File: config.mk
export PLATFORM = sky130hd
export DESIGN_NAME = aes_tiled_round_seq
export DESIGN_NICKNAME = d
export VERILOG_FILES = /design/src/rtl/aes_tiled_round_seq.sv
export SDC_FILE = /design/constraint.sdc
export NUM_CORES = 1
export LEC_CHECK = 0
export CAP_MARGIN = 15
export CORE_MARGIN = 2
export CORE_UTILIZATION = 25
export CTS_BUF_LIST = sky130_fd_sc_hd__clkbuf_8
export CTS_CLUSTER_DIAMETER = 150
export CTS_CLUSTER_SIZE = 14
export DETAILED_ROUTE_END_ITERATION = 7
export MAX_ROUTING_LAYER = met4
export PLACE_DENSITY = 0.53
export SLEW_MARGIN = 20
export SYNTH_ARGS = -nofsm -noshare
export SYNTH_HDL_FRONTEND = slang
export SYNTH_SLANG_ARGS = --single-unit
export TNS_END_PERCENT = 30
File: constraint.sdc
create_clock -name g_clk -period 22.2 [get_ports g_clk]
set_clock_uncertainty 0.15 [all_clocks]
set_input_delay 6.66 -clock g_clk [delete_from_list [all_inputs] [get_ports g_clk]]
set_output_delay 6.66 -clock g_clk [all_outputs]
set_load 0.005 [all_outputs]
File: src/rtl/aes_tiled_round_seq.sv
`default_nettype none
// +--------------------------------------------------------------------------+
// | aes_tiled_round_seq                                                      |
// | Sequences one AES round through a 32-bit tiled AES unit: four SubBytes/  |
// | ShiftRows half-column steps, optional four MixColumns steps, AddRoundKey.|
// | Optional macro: AES_TILED_ROUND_SEQ_DECRYPT_EN (enables the decrypt path)|
// | Revision: 1.0                                                            |
// +--------------------------------------------------------------------------+
module aes_tiled_round_seq (
  input  logic         g_clk,
  input  logic         g_reset,
  input  logic         in_valid,
  output logic         in_ready,
  input  logic         in_dec,
  input  logic         in_last,
  input  logic [127:0] in_state,
  input  logic [127:0] in_key,
  output logic         out_valid,
  input  logic         out_ready,
  output logic [127:0] out_state,
  output logic         req_valid,
  output logic         req_dec,
  output logic         req_op_sb,
  output logic         req_op_sbsr,
  output logic         req_op_mix,
  output logic         req_hi,
  output logic [31:0]  req_rs1,
  output logic [31:0]  req_rs2,
  input  logic         req_ready,
  input  logic [31:0]  req_rd
);

  localparam logic [2:0] c_LAST_SBSR_STEP = 3'd3;
  localparam logic [2:0] c_LAST_MIX_STEP  = 3'd7;

  typedef enum logic [1:0] {
    S_IDLE   = 2'd0,
    S_ISSUE  = 2'd1,
    S_ADDKEY = 2'd2,
    S_DONE   = 2'd3
  } state_t;

  state_t      r_state;
  state_t      w_state_nxt;
  logic [31:0] r_w [4];
  logic [31:0] r_t [4];
  logic [31:0] r_k [4];
  logic [2:0]  r_step;
  logic        r_last;
  logic        w_step_final;
  logic [31:0] w_rs1;
  logic [31:0] w_rs2;

  assign w_step_final = r_last ? (r_step == c_LAST_SBSR_STEP) : (r_step == c_LAST_MIX_STEP);

  // Steps 0-3 pair state words (W0,W1)/(W2,W3); steps 4-7 pair T words, swapped on odd steps.
  always_comb begin
    w_rs1 = '0;
    w_rs2 = '0;
    if (!r_step[2]) begin
      w_rs1 = r_w[{r_step[1], 1'b0}];
      w_rs2 = r_w[{r_step[1], 1'b1}];
    end else begin
      w_rs1 = r_t[r_step[1:0]];
      w_rs2 = r_t[r_step[1:0] ^ 2'b01];
    end
  end

  always_ff @(posedge g_clk or posedge g_reset) begin
    if (g_reset) begin
      r_state <= S_IDLE;
    end else begin
      r_state <= w_state_nxt;
    end
  end

  always_comb begin
    w_state_nxt = r_state;
    in_ready    = 1'b0;
    out_valid   = 1'b0;
    req_valid   = 1'b0;
    req_op_sbsr = 1'b0;
    req_op_mix  = 1'b0;
    req_hi      = 1'b0;
    req_rs1     = '0;
    req_rs2     = '0;
    case (r_state)
      S_IDLE: begin
        in_ready = 1'b1;
        if (in_valid) begin
          w_state_nxt = S_ISSUE;
        end
      end
      S_ISSUE: begin
        req_valid   = 1'b1;
        req_op_sbsr = !r_step[2];
        req_op_mix  = r_step[2];
        req_hi      = !r_step[2] && r_step[0];
        req_rs1     = w_rs1;
        req_rs2     = w_rs2;
        if (req_ready && w_step_final) begin
          w_state_nxt = S_ADDKEY;
        end
      end
      S_ADDKEY: begin
        w_state_nxt = S_DONE;
      end
      S_DONE: begin
        out_valid = 1'b1;
        if (out_ready) begin
          w_state_nxt = S_IDLE;
        end
      end
      default: begin
        w_state_nxt = S_IDLE;
      end
    endcase
  end

  assign req_op_sb = 1'b0;
  assign out_state = {r_w[3], r_w[2], r_w[1], r_w[0]};

  always_ff @(posedge g_clk or posedge g_reset) begin
    if (g_reset) begin
      for (int i = 0; i < 4; i++) begin
        r_w[i] <= '0;
        r_t[i] <= '0;
        r_k[i] <= '0;
      end
      r_step <= '0;
      r_last <= 1'b0;
    end else begin
      case (r_state)
        S_IDLE: begin
          if (in_valid) begin
            for (int i = 0; i < 4; i++) begin
              r_w[i] <= in_state[32*i +: 32];
              r_k[i] <= in_key[32*i +: 32];
            end
            r_last <= in_last;
            r_step <= '0;
          end
        end
        S_ISSUE: begin
          if (req_ready) begin
            r_step <= r_step + 3'd1;
            if (!r_step[2]) begin
              r_t[r_step[1:0]] <= req_rd;
            end else begin
              r_w[r_step[1:0]] <= req_rd;
            end
            // Final round skips MixColumns: the ShiftRows result becomes the state directly.
            if (r_last && (r_step == c_LAST_SBSR_STEP)) begin
              for (int i = 0; i < 3; i++) begin
                r_w[i] <= r_t[i];
              end
              r_w[3] <= req_rd;
            end
          end
        end
        S_ADDKEY: begin
          for (int i = 0; i < 4; i++) begin
            r_w[i] <= r_w[i] ^ r_k[i];
          end
        end
        default: begin
        end
      endcase
    end
  end

`ifdef AES_TILED_ROUND_SEQ_DECRYPT_EN
  logic r_dec;

  always_ff @(posedge g_clk or posedge g_reset) begin
    if (g_reset) begin
      r_dec <= 1'b0;
    end else if ((r_state == S_IDLE) && in_valid) begin
      r_dec <= in_dec;
    end
  end

  assign req_dec = (r_state == S_ISSUE) && r_dec;
`else
  logic w_unused_dec;

  assign w_unused_dec = in_dec;
  assign req_dec      = 1'b0;
`endif

endmodule
`default_nettype wire

==> results of run 1 <==
-- metrics by stage --
step / setup slack, ps / util
global placement: 11750 / 0.3191
detailed placement: 11670 / 0.3191
CTS: 11400 / 0.3240
floorplan: 4549 / -
global route: 11310 / 0.3246
finish: 11490 / 0.3246
-- worst register-to-register path: stages, from the launching register on --
cell and delay [ps]:
dfrtp_1 440, inv_1 200, ha_4 380, nand2b_4 650
inv_2 510, a2111o_2 540, buf_4 710, buf_4 630
o31ai_1 220
-- cells by family after synthesis --
group / after synthesis
compound gates: 426
other cells: 1
flops: 390
xor+xnor: 129
mux: 579
fa+ha+maj: 10
simple gates: 402
buf+inv: 205
-- Yosys cell counts (33+ instances only) --
master / n / area share
clkbuf_1: 137 / 0.022
a221oi_1: 96 / 0.037
mux2i_1: 98 / 0.043
nor2_1: 195 / 0.032
buf_2: 51 / 0.011
o21ai_0: 36 / 0.0079
o22ai_1: 64 / 0.018
nor3_1: 33 / 0.0072
dfrtp_1: 390 / 0.43
a21oi_1: 66 / 0.014
o31ai_1: 130 / 0.043
mux2_2: 481 / 0.24
xor2_1: 97 / 0.037
nand2_1: 164 / 0.027
-- metal layers --
layer / vias up / wire length, µm / GRT usage
met5: - / 0 / -
met4: 0 / 2636 / 0.05757
met3: 125 / 4633 / 0.02696
met2: 703 / 42720 / 0.3044
met1: 9757 / 39060 / 0.2446
li1: 8548 / - / -
-- state kept, by name, summed over array words and instances (netlist names) --
| signal | cells |
|---|---|
| out_state | 128 |
| r_t | 128 |
| r_last | 1 |
| r_step | 3 |
| r_state | 2 |
| r_k | 128 |
-- power by group --
part           switching (mW)  internal, mW
Clock                   0.257         0.128
Sequential              0.370          1.07
Combinational            1.42          1.31
-- final cells by class --
cell class / instances / area (µm²) / share of cell area
multi-input combinational: 1548 / 12390 / 0.4229
sequential: 390 / 9767 / 0.3332
timing repair buffer: 519 / 5137 / 0.1753
tap: 1176 / 1471 / 0.05020
clock buffer: 32 / 440.4 / 0.01503
inverter: 12 / 56.30 / 0.001921
antenna: 15 / 37.54 / 0.001281
clock inverter: 1 / 3.754 / 0.0001281
-- worst min-delay path by stage --
| stage | cells past startpoint | end | startpoint | slack (ps) |
|---|---|---|---|---|
| floorplan | 1 | r_t[31] | r_t[31] | 320 |
| global placement | 1 | r_t[31] | r_t[31] | 340 |
| detailed placement | 1 | r_t[31] | r_t[31] | 340 |
| CTS | 1 | r_t[31] | r_t[31] | 360 |
| global route | 1 | r_t[10] | r_t[10] | 380 |
| finish | 1 | r_t[18] | r_t[18] | 360 |
==> metrics.cfg, run 1 <==
[status]
status = finished, final reports clean

[worst_setup_path]
r2r_end = out_state[98]
crit_path_end_kind = output port
cp.required_ps = 15390
worstSetupStartpoint = r_step[1]
critPathSlowestCell = dfrtp_4
start_kind = flip-flop
critPathTopFamily = buffers and inverters
cp_num_cells = 5
reg2regPathDepth = 8
cp_max_fo = 52
critPathArrivalTime_ps = 3900
critPathKind = flip-flop to output port
cp_slowest_stage_delay_ps = 840
reg2reg_from = r_state[1]
crit_buf_inv = 2
critPathCapture = req_rs2[2]
crit_chain = buf_4 -> mux2_2 -> a21oi_1 -> o22ai_1 -> clkdlybuf4s50_1
reg2reg_slack_ps = 17640

[synthesis]
synth-simple-area-share = 0.06881
synth_edf_count = 0
synth.cell_area_um2 = 22860
ys_warn_count = 0
synth_cell_types = 30
yosysSeqAreaShare = 0.4270
synthXorXnorAreaFrac = 0.04943
postSynthAreaPerCell_um2 = 10.67
async_reset_ff_frac = 1.000
synthMuxAreaShare = 0.2799
synth_top_family_by_area = multiplexers
synth-seq-cells = 390
synth-compound-area-share = 0.1324
yosys.area_share.adder = 0.005474
syn-instance-count = 2142
synth_ff_type = dfrtp_1

[place]
portBuffers = 491
gp_congestion = 0.8230
placed_cells = 3644
placed_cell_area_um2 = 28810
place_hpwl_um = 56780

[sta]
finalSetupTns_ps = 0
setup_viol = 0
rsz0062_at_grt = false
period_share = 0.4824
fmax_mhz = 93.38
hold_viol = 0
whs_ps = 364.2
drv_slew = 0
period_needed_ps = 10710
timing.slew.headroom = 0.2586
worst_slew_pin_slew_ps = 1112

[run]
max-cap-violations = 0

[routing]
via_per_inst = 5.181
vias = 19130
routed_wl_um = 89050
drt_iter0_drc = 1277
first_pass_iters = 6
final_antenna_net_count = 0
drcViolationCount = 0
wl_per_cell_um = 24.11

[power_and_ir_drop]
power_leakage_nw = 11.56
power.density_nw_per_um2 = 155.3
power.total_mw = 4.553
vdd_drop_max_uv = 147.1

[cts]
cts_made_buffers = 31
path_clk_slew_ps = 110
clockBufferDepth = 3
cts_setup_buffers = 0
h-tree-depth = 1
cts_hold_buf = 0
clock_latency_ps = 690
ctsRootBufferMaster = clkbuf_8
cts.sinks = 390
cts_tree = built
ctsResizeCount = 0

[grt]
antenna_found_initial = 19
grt_pass1_vias = 19650
overflow = 0
grt_usage = 0.1886
grt_start_max_net_pins = 130
grt_pass1_wl_um = 131900

[die]
core_um2 = 90290
ios = 495
die_y_um = 306.4
placementRows = 110
dieArea_um2 = 93860
die_x_um = 306.4
start_util = 0.2531

[finish]
fill_cells = 9176
final_common_cell = clkdlybuf4s50_1
stdcell_area_um2 = 29310
area_growth_pct = 28.23
final_cells = 3693
nNetsFinal = 2807
layout_common_cells = clkdlybuf4s50_1 (491), mux2_2 (481), dfrtp_1 (388), nor2_1 (195), nand2_1 (162)
drive_gt1_frac = 0.2262

[hold_path]
hold_path_class = flip-flop to flip-flop

Power figures use the tool's default switching activity.
==> inputs of run 2 (changes only) <==
==> constraint.sdc (replaced) <==
create_clock -name g_clk -period 11.2 [get_ports g_clk]
set_clock_uncertainty 0.15 [all_clocks]
set_input_delay 3.36 -clock g_clk [delete_from_list [all_inputs] [get_ports g_clk]]
set_output_delay 3.36 -clock g_clk [all_outputs]
set_load 0.005 [all_outputs]
==> run 2 against run 1 <==
Compared with the run above:
- register-to-register slack worse by 11000 ps
- hold slack got worse by 0.51 ps
- design area about the same
- wire length rose by 2.8%
- core utilization about the same
- combinational power up 100%
- sequential share of layout area about the same
- clock power rose by 100%
- worst setup slack lost 7800 ps
- power increased by 100%
- final cell count hardly changed
- critical endpoint is now req_rs2[19]
==> metrics.cfg, run 2 (synthesized netlist as in run 1, its figures left out) <==
[power_and_ir_drop]
power_leakage_nw = 11.57
power_frac_seq = 0.315
clockPowerShare = 0.085
power.density_nw_per_um2 = 310.2
vdd_drop_max_uv = 168.1
combPwrFrac = 0.601
power_switching_mw = 4.117
swShare = 0.4525
intPower_mw = 4.982

[die]
placementRows = 110
core_um2 = 90290
dieArea_um2 = 93860
start_util = 0.2531
die_x_um = 306.4
die_y_um = 306.4
ios = 495

[place]
gp_congestion = 0.8177
place_hpwl_um = 56990
portBuffers = 491
placed_cells = 3645

[worst_setup_path]
cp.required_ps = 7690
reg2reg_from = r_step[1]
start_kind = flip-flop
critPathKind = flip-flop to output port
critPathArrivalTime_ps = 4020
crit_path_end_kind = output port
reg2reg_slack_ps = 6440
cp_max_fo = 53
reg2regPathDepth = 7
r2r_end = out_state[121]

[sta]
period_needed_ps = 7535
period_share = 0.6728
whs_ps = 363.7
rsz0062_at_grt = false
worst_slew_pin_slew_ps = 1174
drv_slew = 0
timing.slew.headroom = 0.2175
fmax_mhz = 132.7
finalSetupTns_ps = 0
hold_viol = 0
setup_viol = 0

[cts]
cts.sinks = 390
cts_hold_buf = 0
h-tree-depth = 1
clockBufferDepth = 3
path_clk_slew_ps = 110
cts_setup_buffers = 0
ctsResizeCount = 0
ctsRootBufferMaster = clkbuf_8
cts_tree = built
cts_made_buffers = 31
clock_latency_ps = 700

[finish]
area_growth_pct = 28.35
nNetsFinal = 2808
final_common_cell = clkdlybuf4s50_1
layout_common_cells = clkdlybuf4s50_1 (491), mux2_2 (481), dfrtp_1 (388), nor2_1 (195), nand2_1 (162)
final_cells = 3690
drive_gt1_frac = 0.2265
final_util = 0.3249

[routing]
via_per_inst = 5.174
final_antenna_net_count = 0
first_pass_iters = 5
vias = 19090
routed_wl_um = 91500
wl_per_cell_um = 24.80
drcViolationCount = 0
drt_iter0_drc = 1193

[grt]
grt_util_met2 = 0.3181
antenna_found_initial = 14
grtUsageMet3 = 0.02654
gr-max-usage-layer = met2
grt_pass1_vias = 20040
grt_pass1_wl_um = 135100
met1_usage = 0.2513
overflow = 0
grt_usage = 0.1942
grt_start_max_net_pins = 152

[hold_path]
hold_path_class = flip-flop to flip-flop
whs_path_depth = 1
min_from = r_t[24]
whs_endpoint = r_t[24]

[run]
max-cap-violations = 0

[status]
status = finished, final reports clean

run 2: worst max-delay path by stage:
stage | from | to | slack [ps] | cells past startpoint
global route | r_step[1] | req_rs2[19] | 3400 | 6
finish | r_step[1] | req_rs2[19] | 3670 | 5
CTS | r_step[1] | req_rs2[19] | 3510 | 5
detailed placement | r_step[1] | req_rs2[19] | 4330 | 5
global placement | r_step[1] | req_rs2[19] | 4330 | 5
floorplan | g_reset | out_state[0] | 2440 | 1
run 2: critical path: stages (launching register included):
cell and delay (ps):
dfrtp_4 1130, buf_4 770, mux2_2 430, a21oi_1 220, o22ai_1 150, clkdlybuf4s50_1 520
run 2: layout make-up:
| class | count | area, µm² |
|---|---|---|
| Fill cell | 9139 | 60950 |
| Timing Repair Buffer | 520 | 5177 |
| Multi-Input combinational cell | 1548 | 12390 |
| Tap cell | 1176 | 1471 |
| Inverter | 12 | 52.55 |
| Clock inverter | 1 | 3.754 |
| Clock buffer | 32 | 440.4 |
| Sequential cell | 390 | 9767 |
| Antenna cell | 11 | 27.53 |
run 2: stage by stage:
stage               setup WS (ps)  total power, mW  instance area, µm²
floorplan                    2444            6.202               22860
global placement             4334            8.222               28840
detailed placement           4333            8.359               28840
CTS                          3513            9.173               29280
global route                 3404            9.776               29330
finish                       3665            9.099               29330
run 2: metal layers:
layer  part of all wire  vias up  routed length [µm]
met5                  0        -                   0
met1               0.44     9776               40330
met2               0.48      654               44140
met3              0.051      118                4687
li1                   -     8544                   -
met4              0.026        0                2352
run 2: power by group through the flow:
stage          clock, mW  combinational [mW]  sequential, mW
2_1_floorplan          0                3.56            2.65
4_1_cts            0.818                5.50            2.86
3_3_place_gp           0                5.38            2.84
5_1_grt            0.861                5.95            2.97
6_report           0.771                5.46            2.86
3_5_place_dp           0                5.47            2.88
==> inputs of run 3 (changes only) <==
--- a/config.mk
+++ b/config.mk
@@ -13,7 +13,7 @@
 export CTS_CLUSTER_SIZE = 14
 export DETAILED_ROUTE_END_ITERATION = 7
 export MAX_ROUTING_LAYER = met4
-export PLACE_DENSITY = 0.53
+export PLACE_DENSITY = 0.55
 export SLEW_MARGIN = 20
 export SYNTH_ARGS = -nofsm -noshare
 export SYNTH_HDL_FRONTEND = slang
==> constraint.sdc (replaced) <==
create_clock -name g_clk -period 6.5 [get_ports g_clk]
set_clock_uncertainty 0.15 [all_clocks]
set_input_delay 1.95 -clock g_clk [delete_from_list [all_inputs] [get_ports g_clk]]
set_output_delay 1.95 -clock g_clk [all_outputs]
set_load 0.005 [all_outputs]
==> run 3 against run 2 <==
Compared with the run above:
- critical path depth is 1 higher
- sequential share of layout area is 0.13 points lower
- first-iteration DRC count increased by 8.5%
- combinational power up 70%
- critical path type unchanged
- power is 71% higher
- design area increased by 0.40%
- highest routed layer unchanged
- sequential power up 73%
- final cell count grew 0.11%
- global-route usage is 0.69 points lower
- clock power increased by 74%
==> metrics.cfg, run 3 (synthesized netlist as in run 1, its figures left out) <==
[status]
status = finished, final reports clean

[die]
die_y_um = 306.4
dieArea_um2 = 93860
core_um2 = 90290
start_util = 0.2531
die_x_um = 306.4
placementRows = 110
ios = 495

[place]
gp_congestion = 0.7914
portBuffers = 491
placed_cell_area_um2 = 28990
place_hpwl_um = 55430
pre_cts_ws_ps = 1329

[sta]
whs_ps = 366.5
worst_slew_pin_slew_ps = 1087
finalSetupTns_ps = 0
timing.slew.headroom = 0.2751
hold_viol = 0
setup_viol = 0
drv_slew = 0
period_needed_ps = 5865
setup_slack_ps = 635.2
rsz0062_at_grt = false
period_share = 0.9023
fmax_mhz = 170.5

[worst_setup_path]
crit_path_end_kind = output port
reg2reg_from = r_step[0]
r2r_end = r_t[36]
cp_slowest_stage_delay_ps = 820
reg2reg_slack_ps = 2260
cp_max_fo = 44
critPathArrivalTime_ps = 3760
crit_chain = clkinv_2 -> buf_4 -> nor2_1 -> a21oi_1 -> o22ai_1 -> clkdlybuf4s50_1
cp.required_ps = 4400
critPathKind = flip-flop to output port
critPathSlowestCell = clkinv_2
reg2regPathDepth = 5
start_kind = flip-flop

[cts]
ctsRootBufferMaster = clkbuf_8
cts_hold_buf = 0
path_clk_slew_ps = 110
h-tree-depth = 1
cts.sinks = 390
cts_tree = built
ctsResizeCount = 0
clock_latency_ps = 700
cts_setup_buffers = 0
cts_made_buffers = 31
clockBufferDepth = 3

[hold_path]
min_from = r_t[29]
whs_endpoint = r_t[29]
whs_path_depth = 1
hold_path_class = flip-flop to flip-flop

[routing]
first_pass_iters = 5
vias = 18690
drcViolationCount = 0
wl_per_cell_um = 23.90
drt_iter0_drc = 1294
final_antenna_net_count = 0
routed_wl_um = 88310
via_per_inst = 5.059

[finish]
layout_common_cells = clkdlybuf4s50_1 (491), mux2_2 (481), dfrtp_1 (388), nor2_1 (195), nand2_1 (162)
drive_gt1_frac = 0.2284
nNetsFinal = 2814
ff_latch_area_um2 = 9767
fill_cells = 9218
final_util = 0.3262
multi_input_area_um2 = 12400
final_common_cell = clkdlybuf4s50_1
area_growth_pct = 28.86
stdcell_area_um2 = 29450

[grt]
antenna_found_initial = 11
grt_usage = 0.1873
grt_start_max_net_pins = 203
grt_pass1_wl_um = 130000
grt_pass1_vias = 18580
overflow = 0

[power_and_ir_drop]
vdd_drop_max_uv = 544.6
power.density_nw_per_um2 = 528.7
power_leakage_nw = 11.62

[run]
max-cap-violations = 0

run 3: through the flow:
| stage | power (mW) | cells |
|---|---|---|
| 3_3_place_gp | 14.19 | 3652 |
| 5_1_grt | 16.72 | 3694 |
| 3_5_place_dp | 14.34 | 3652 |
| 4_1_cts | 15.74 | 3685 |
| 6_report | 15.57 | 3694 |
| 2_1_floorplan | 10.69 | 2143 |
run 3: worst max-delay path by stage:
stage	start	endpoint	slack, ps	cells after the start
floorplan	g_reset	out_state[0]	-850	1
global placement	r_step[0]	req_rs1[24]	1360	6
detailed placement	r_step[0]	req_rs1[20]	1330	6
CTS	r_step[0]	req_rs1[20]	510	6
global route	r_step[0]	req_rs1[23]	410	6
finish	r_step[0]	req_rs1[23]	640	6
run 3: report_power, final:
part | leakage (nW) | switching [mW] | internal, mW | total [mW]
combinational | 6.60 | 4.79 | 4.50 | 9.29
sequential | 4.78 | 1.29 | 3.66 | 4.94
clock | 0.235 | 0.904 | 0.437 | 1.34
run 3: critical path, delay by kind of cell (launching register included):
kind                   cells  cell delay [ps]
AOI/OAI and AO/OA          2              260
buffers and inverters      3             1890
DFF                        1              760
and+or+nand+nor            1              130
run 3: per-layer routing:
metal  global-route usage  routed length (µm)  vias up
met3              0.02689                4304       91
met2               0.3056               42710      540
met4              0.04207                1978        0
met5                    -                   0        -
met1               0.2458               39310     9480
li1                     -                   -     8576
run 3: final cells by class:
| cell class | count | area share |
|---|---|---|
| repair buffers | 526 | 0.1796 |
| clock buffers | 32 | 0.01495 |
| clock inverters | 1 | 0.0001274 |
| well taps | 1176 | 0.04996 |
| inverters | 12 | 0.001784 |
| multi-input cells | 1548 | 0.4212 |
| diodes | 9 | 0.0007647 |
| flip-flops and latches | 390 | 0.3316 |
